$ cat src/rtl/regfile_wb_queue.sv
// -----------------------------------------------------------------------------
// regfile_wb_queue
//
// Writeback-side producer for the 32x32 register-file write port. Completed
// results from execute/memory are buffered in a DEPTH-entry circular FIFO.
// At most one register-file write is issued per cycle. Queued values that are
// not yet written can be forwarded to the two register-file read addresses.
//
// Configuration macro: WBQ_FWD_EN
//   defined   -> forwarding match/select logic is compiled in
//   undefined -> fwd*_hit / fwd*_data are tied to zero (ports remain)
//
// Ports
//   clk        clock; all state updates on the rising edge
//   rst        asynchronous, active-low reset
//   in_valid   producer presents a result
//   in_ready   queue can accept (= !full)
//   in_rd      destination register of the result (rd==0 is accepted, dropped)
//   in_data    result value
//   stall      1 = inhibit draining this cycle
//   regWrite   register-file write enable (= !empty && !stall)
//   WR / D     register-file write address / data (head entry, 0 when empty)
//   Rreg1/2    register-file read addresses, used for forwarding lookup
//   fwdK_hit   a queued entry targets RregK
//   fwdK_data  youngest queued value for RregK
//   count      occupied entries
//   empty      count == 0
//   full       count == DEPTH
// -----------------------------------------------------------------------------
module regfile_wb_queue #(
   parameter int XLEN  = 32,
   parameter int DEPTH = 4
) (
   input  logic                   clk,
   input  logic                   rst,
   input  logic                   in_valid,
   output logic                   in_ready,
   input  logic [4:0]             in_rd,
   input  logic [XLEN-1:0]        in_data,
   input  logic                   stall,
   output logic                   regWrite,
   output logic [4:0]             WR,
   output logic [XLEN-1:0]        D,
   input  logic [4:0]             Rreg1,
   input  logic [4:0]             Rreg2,
   output logic                   fwd1_hit,
   output logic [XLEN-1:0]        fwd1_data,
   output logic                   fwd2_hit,
   output logic [XLEN-1:0]        fwd2_data,
   output logic [$clog2(DEPTH):0] count,
   output logic                   empty,
   output logic                   full
);

   localparam int PTR_W = $clog2(DEPTH);
   localparam int CNT_W = PTR_W + 1;

   localparam logic [PTR_W-1:0] PTR_ZERO = PTR_W'(0);
   localparam logic [PTR_W-1:0] PTR_ONE  = PTR_W'(1);
   localparam logic [CNT_W-1:0] CNT_ZERO = CNT_W'(0);
   localparam logic [CNT_W-1:0] CNT_ONE  = CNT_W'(1);
   localparam logic [CNT_W-1:0] CNT_FULL = CNT_W'(DEPTH);

   // Queue storage and pointers
   logic [4:0]       r_rd   [DEPTH];
   logic [XLEN-1:0]  r_data [DEPTH];
   logic [PTR_W-1:0] r_head;
   logic [PTR_W-1:0] r_tail;
   logic [CNT_W-1:0] r_count;

   logic             w_empty;
   logic             w_full;
   logic             w_push;
   logic             w_pop;
   logic [CNT_W-1:0] w_count_nxt;

   // Occupancy flags; count alone distinguishes full from empty when pointers meet
   always_comb begin
      w_empty  = (r_count == CNT_ZERO);
      w_full   = (r_count == CNT_FULL);
      empty    = w_empty;
      full     = w_full;
      count    = r_count;
      in_ready = !w_full;
   end

   // Accept/drain decisions; an rd==0 result is handshaken but never stored
   always_comb begin
      w_push = in_valid && !w_full && (in_rd != 5'd0);
      w_pop  = !w_empty && !stall;
   end

   // Register-file write port driven from the head entry
   always_comb begin
      regWrite = 1'b0;
      WR       = 5'd0;
      D        = {XLEN{1'b0}};
      if (!w_empty) begin
         regWrite = !stall;
         WR       = r_rd[r_head];
         D        = r_data[r_head];
      end else begin
         regWrite = 1'b0;
         WR       = 5'd0;
         D        = {XLEN{1'b0}};
      end
   end

   // Next occupancy: simultaneous push and pop leave the count unchanged
   always_comb begin
      w_count_nxt = r_count;
      case ({w_push, w_pop})
         2'b10:   w_count_nxt = r_count + CNT_ONE;
         2'b01:   w_count_nxt = r_count - CNT_ONE;
         default: w_count_nxt = r_count;
      endcase
   end

   // Queue state: pointers wrap naturally because DEPTH is a power of two
   always_ff @(posedge clk or negedge rst) begin
      if (!rst) begin
         r_head  <= PTR_ZERO;
         r_tail  <= PTR_ZERO;
         r_count <= CNT_ZERO;
         for (int i = 0; i < DEPTH; i++) begin
            r_rd[i]   <= 5'd0;
            r_data[i] <= {XLEN{1'b0}};
         end
      end else begin
         r_count <= w_count_nxt;
         if (w_pop) begin
            r_head <= r_head + PTR_ONE;
         end
         if (w_push) begin
            r_rd[r_tail]   <= in_rd;
            r_data[r_tail] <= in_data;
            r_tail         <= r_tail + PTR_ONE;
         end
      end
   end

`ifdef WBQ_FWD_EN
   logic [PTR_W-1:0] w_idx;
   logic             w_m1;
   logic             w_m2;

   // Forwarding lookup: walk from oldest (head) to youngest, so the last
   // match seen is the youngest one. The head entry being written this
   // cycle is still occupied and therefore still matches.
   always_comb begin
      fwd1_hit  = 1'b0;
      fwd1_data = {XLEN{1'b0}};
      fwd2_hit  = 1'b0;
      fwd2_data = {XLEN{1'b0}};
      w_idx     = PTR_ZERO;
      w_m1      = 1'b0;
      w_m2      = 1'b0;
      for (int i = 0; i < DEPTH; i++) begin
         w_idx     = r_head + PTR_W'(i);
         w_m1      = (CNT_W'(i) < r_count) && (Rreg1 != 5'd0) && (r_rd[w_idx] == Rreg1);
         w_m2      = (CNT_W'(i) < r_count) && (Rreg2 != 5'd0) && (r_rd[w_idx] == Rreg2);
         fwd1_hit  = fwd1_hit | w_m1;
         fwd2_hit  = fwd2_hit | w_m2;
         fwd1_data = w_m1 ? r_data[w_idx] : fwd1_data;
         fwd2_data = w_m2 ? r_data[w_idx] : fwd2_data;
      end
   end
`else
   logic w_unused_rreg;

   // Forwarding compiled out: outputs held at zero, read addresses ignored
   always_comb begin
      fwd1_hit      = 1'b0;
      fwd1_data     = {XLEN{1'b0}};
      fwd2_hit      = 1'b0;
      fwd2_data     = {XLEN{1'b0}};
      w_unused_rreg = ^{Rreg1, Rreg2};
   end
`endif

endmodule
$ cat config.mk
export PLATFORM = sky130hd
export DESIGN_NAME = regfile_wb_queue
export DESIGN_NICKNAME = d
export VERILOG_FILES = /design/src/rtl/regfile_wb_queue.sv
export SDC_FILE = /design/constraint.sdc
export NUM_CORES = 1
export LEC_CHECK = 0
export BUFFER_PORTS_ARGS = -buffer_cell sky130_fd_sc_hd__buf_2
export CORE_MARGIN = 1.5
export CORE_UTILIZATION = 30
export CTS_CLUSTER_SIZE = 28
export DETAILED_ROUTE_END_ITERATION = 6
export PLACE_DENSITY = 0.58
export SLEW_MARGIN = 40
export SYNTH_ARGS = -nofsm -noshare
export SYNTH_HDL_FRONTEND = slang
export SYNTH_SLANG_ARGS = --single-unit
export TNS_END_PERCENT = 5
$ cat constraint.sdc
create_clock -name clk -period 2.3 [get_ports clk]
set_input_delay 0 -clock clk [delete_from_list [all_inputs] [get_ports clk]]
set_output_delay 0 -clock clk [all_outputs]
set_load 0.01 [all_outputs]
# Word-level counts from Yosys, hierarchy flattened
# Index checks and enable logic that the tools add are counted.
# Widths: inputs -> output; s select.
[totals] regBits=155 input_bits=51 word_cells=49
[classes] add_sub_neg=4 order_cmp=3 eq_ne=3 mux=16 n_bitwise=2 n_reduce_logical=10
[ops] op="$bwmux 128" n=1
[ops] op="$mux 32" n=4
[ops] op="$bmux 32 s2" n=1
[ops] op="$demux 32 s2" n=1
[ops] op="$bwmux 20" n=1
[ops] op="$mux 5" n=4
[ops] op="$bmux 5 s2" n=1
[ops] op="$demux 5 s2" n=1
[ops] op="$ge 3x3->1 const B" n=2
[ops] op="$not 2->3" n=2
[ops] op="$pmux 3 s2" n=1
[ops] op="$reduce_bool 5->1" n=1
[ops] op="$add 2x1->2 const B" n=2
[ops] op="$logic_and 1x1->1" n=4
[ops] op="$add 3x1->3 const B" n=1
[ops] op="$eq 3x3->1 const B" n=1
[ops] op="$logic_not 1->1" n=3
[ops] op="$logic_not 3->1" n=1
[ops] op="$lt 3x1->1 const B" n=1
[ops] op="$sub 3x1->3 const B" n=1
[ops] op="$eq 2x1->1 const B" n=1
[ops] op="$eq 2x2->1 const B" n=1
[ops] op="$reduce_bool 2->1" n=1
[ops] op="$mux 1" n=1

# Logic depth before layout (Yosys ltp)
[depth] ltp_word=6 depth_mapped=10 mapped_depth_nobuf=10

# Least setup slack after synthesis
# No wires, ideal clock.
[synth_timing] kind="register -> register" from="register r_count[2] (netlist: count[2])" to="register r_count[2] (netlist: count[2])" arrival_ps=2038 t_required_ps=2221 path_slack_ps=183 stages_incl_launch_ff=10 path_buffers=1 path_cell_list="dfrtp_1 > nor3_1 > clkbuf_1 > nor2_1 > ha_1 > inv_1 > fa_1 > xor2_1 > nor2_1 > xor2_1"
[synth_via] elab_chain_len=6
[synth_rtl] item="start, declared" line_no="69" source="logic [CNT_W-1:0] r_count;"
[synth_rtl] item="start signal, assigned" line_no="130" source="r_count <= w_count_nxt;"
[synth_rtl] item="$eq 3x3->1" line_no="80" source="w_full = (r_count == CNT_FULL);"
[synth_rtl] item="$logic_not 1->1" line_no="89" source="w_push = in_valid && !w_full && (in_rd != 5'd0);"
[synth_rtl] item="$logic_and 1x1->1 (2 in a row)" line_no="89"
[synth_rtl] item="$eq 2x1->1 or $eq 2x2->1 (tied branches)" line_no="112" source="case ({w_push, w_pop})"
[synth_rtl] item="$pmux 3 s2 or $reduce_bool 2->1 (tied branches)"
# Several ways; a longest one is shown, not always the timed one.
# A chain may end at the register's enable or synchronous reset.

# Worst setup path after layout
[layout_timing] from="register r_head[0]" to="output D[3]"
[layout_via] elab_chain_len=5
[layout_rtl] item="start, declared" line_no="67" source="logic [PTR_W-1:0] r_head;"
[layout_rtl] item="start signal, assigned" line_no="132" source="r_head <= r_head + PTR_ONE;"
[layout_rtl] item="$not 2->3 (not written as such)" line_no="101" source="D = r_data[r_head];"
[layout_rtl] item="$bmux 32 s2" line_no="101"
[layout_rtl] item="$mux 32 (not written as such) (2 in a row)" line_no="101"
[layout_rtl] item="$mux 32" line_no="98" source="if (!w_empty) begin"
[layout_rtl] item="end, declared" line_no="43" source="output logic [XLEN-1:0] D,"
# Every way passes these cells. The select of a mux whose other input is x is not followed.

==> impl_metrics.env <==
export IMPL_area_growth_synth_to_final_pct=21.0
export IMPL_layout_common_cells="dfrtp_1, mux2_4, buf_2"
export IMPL_grt_pass1_vias=4682
export IMPL_cp_required_ps=2300
export IMPL_cp_endpoint="D[3]"
export IMPL_clk_pin_slew_ps=70
export IMPL_grt_max_degree=54
export IMPL_ys_ff_latch=155
export IMPL_final_layout_size_suffix_gt1_share_pct=50.5
export IMPL_layout_commonest_cell="dfrtp_1"
export IMPL_critical_path_class="reg -> out"
export IMPL_finalHoldViolCount=0
export IMPL_vias_per_cell=4.34
export IMPL_std_cell_rows=59
export IMPL_cts_resized=0
export IMPL_crit_path_end_kind="output pin"
export IMPL_design_area_mm2=0.00979
export IMPL_start_util_pct=30.8
export IMPL_hold_path_class="in -> async"
export IMPL_path_max_fanout=20
export IMPL_syn_avg_cell_area_um2=16.0
export IMPL_cts_tree="done"
export IMPL_cap_viol_max_count=0
export IMPL_final_nets=698
export IMPL_netlist_area_mm2=0.00809
export IMPL_antenna_found_initial=0
export IMPL_setup_tns_ps=0
export IMPL_cts_root_buf="clkbuf_16"
export IMPL_io_buffers=84
export IMPL_first_pass_iters=4
export IMPL_die_w_um=167
export IMPL_cts_inserted_buffers=17
export IMPL_grt_pass1_wl_mm=27.1
export IMPL_yosysWarningCount=0
export IMPL_drcViolationCount=0
export IMPL_maxSlewHeadroom_pct=63.9
export IMPL_grt_ovfl_total=0
export IMPL_rsz0062_at_grt="no"
export IMPL_max_freq_mhz=461
export IMPL_cts_sinks=155
export IMPL_startpoint="r_head[0]$_DFFE_PN0P_"
export IMPL_dp_hpwl_mm=10.3
export IMPL_worstPathArrival_ps=2170
export IMPL_irDropWorstVdd_mv=0.708
export IMPL_yosysSeqAreaShare_pct=48.0
export IMPL_status="finished, final reports clean"
export IMPL_drt_total_wl_mm=16.8
export IMPL_io_pins=161
export IMPL_postPlaceCellArea_mm2=0.00877
export IMPL_power_per_cell_area_mw_per_mm2=1520
export IMPL_startpoint_type="register"
export IMPL_r2r_slack_ps=360
export IMPL_fp_dieH_um=167
export IMPL_core_region_area_mm2=0.0263
export IMPL_place_congestion=0.694
export IMPL_htreeDepth=4
export IMPL_dieArea_mm2=0.0279
export IMPL_synth_cell_types=27
export IMPL_wire_per_inst_um=17.0
export IMPL_insertion_delay_ps=420
export IMPL_drv_slew=0
export IMPL_r2r_start="count[0]$_DFFE_PN0P_"
export IMPL_track_usage_pct=12.6
export IMPL_r2r_cells=10
export IMPL_diodes=0
export IMPL_setup_viol=0
export IMPL_drt_iter0_markers=228
export IMPL_worst_pin_slew_ps=541
export IMPL_reg2reg_to="count[2]$_DFFE_PN0P_"
export IMPL_final_min_clock_period_ps=2170
export IMPL_p_leak_uw=0.00442
export IMPL_finClkSkew_ps=11.8
export IMPL_fin_crit_sh_pct=94.3
export IMPL_syn_inst=505
export IMPL_antenna_left=0
export IMPL_cts_path_max_buffers=2
export IMPL_vias=4290
-- through the flow --
step / hold WS, ps / total power [uW] / setup slack, ps / std cells / util [%]
global placement: 1.95 / 11900 / 386 / 917 / 33.4
detailed placement: 3.27 / 12000 / 366 / 917 / 33.4
floorplan: -296 / 10100 / 183 / 570 / -
finish: 98.2 / 14900 / 131 / 988 / 37.2
CTS: 102 / 15100 / 56.1 / 988 / 37.2
global route: 135 / 15800 / 6.61 / 988 / 37.2
-- layout make-up --
type / instances / area [um2]
sequential: 155 / 3880
clock buffer: 18 / 439
tap: 335 / 419
timing repair buffer: 142 / 1090
clock inverter: 13 / 180
multi-input combinational: 317 / 3750
fill: 2493 / 16500
inverter: 8 / 30.0
-- worst min-delay path by stage --
stage,start,endpoint,slack (ps),cells after the start
floorplan,rst,count[0]$_DFFE_PN0P_,-300,0
global placement,rst,r_data[0]$_DFFE_PN0P_,2,1
detailed placement,rst,r_data[64]$_DFFE_PN0P_,3,1
CTS,rst,r_data[64]$_DFFE_PN0P_,100,2
global route,rst,r_data[64]$_DFFE_PN0P_,130,2
finish,rst,r_data[32]$_DFFE_PN0P_,100,2
-- critical path, stage by stage, from the launching register on --
cell and delay [ps]:
dfrtp_4 610, buf_12 260, mux4_2 510, nor2b_1 180, buf_2 180
-- power by group --
| part | leakage, uW | switching (uW) | internal [uW] |
|---|---|---|---|
| Sequential | 0.00184 | 835 | 4150 |
| Combinational | 0.00229 | 2660 | 4270 |
| Clock | 0.000291 | 1220 | 1760 |
| Total | 0.00442 | 4720 | 10200 |
-- flip-flops by register name (all words and copies together), names as in the netlist --
register	flops
r_data	128
r_rd	20
r_head	2
r_tail	2
count	3
-- routing by layer --
metal	share of wire [%]	global-route usage [%]	wire length, um
met3	4.2	3.10	714
met2	49	20.9	8190
met4	0.85	3.37	143
met5	0	0	0
met1	46	16.5	7760
-- synth_stat cells --
cell type  number  area share, %
nand3_2         1           0.12
buf_2           3           0.19
dfrtp_1       155             48
clkbuf_1        7           0.32
a211o_2         1           0.12
nor2_1          2          0.093
fa_1            1           0.25
nor3b_1         1          0.093
mux2_2         29            4.0
a211oi_4        4           0.99
buf_4          66            6.1
inv_2           1          0.046
inv_1           6           0.28
xnor2_1         2           0.22
mux4_2         37             10
buf_6          12            1.7
ha_1            5           0.77
nor4_4          1           0.26
clkinv_1        1          0.046
nor3_1          1          0.062
mux2_4        120             22
conb_1          1          0.046
nor2b_1        37            2.9
xor2_1          4           0.43
nand2_1         4           0.19
mux2i_1         1           0.12
buf_1           2          0.093
-- cell families (layout without fill, tap and decap cells) --
kind of cell	Yosys count	in the layout	synth area share, %
other	1	66	0.0464
XOR/XNOR	6	6	0.650
AND/OR/NAND/NOR	47	47	3.68
flip-flops	155	155	48.0
multiplexers	187	187	36.7
adder cells (fa/ha/maj)	6	6	1.02
AO/OA/AOI/OAI	5	5	1.11
buffers and inverters	98	181	8.77
-- timing repair --
| action | CTS | global route |
|---|---|---|
| setup buffers | 0 | 0 |
| hold endpoints to repair | 201 | 0 |
| hold buffers | 40 | 0 |
No activity file was read; power rests on OpenSTA's default activity.
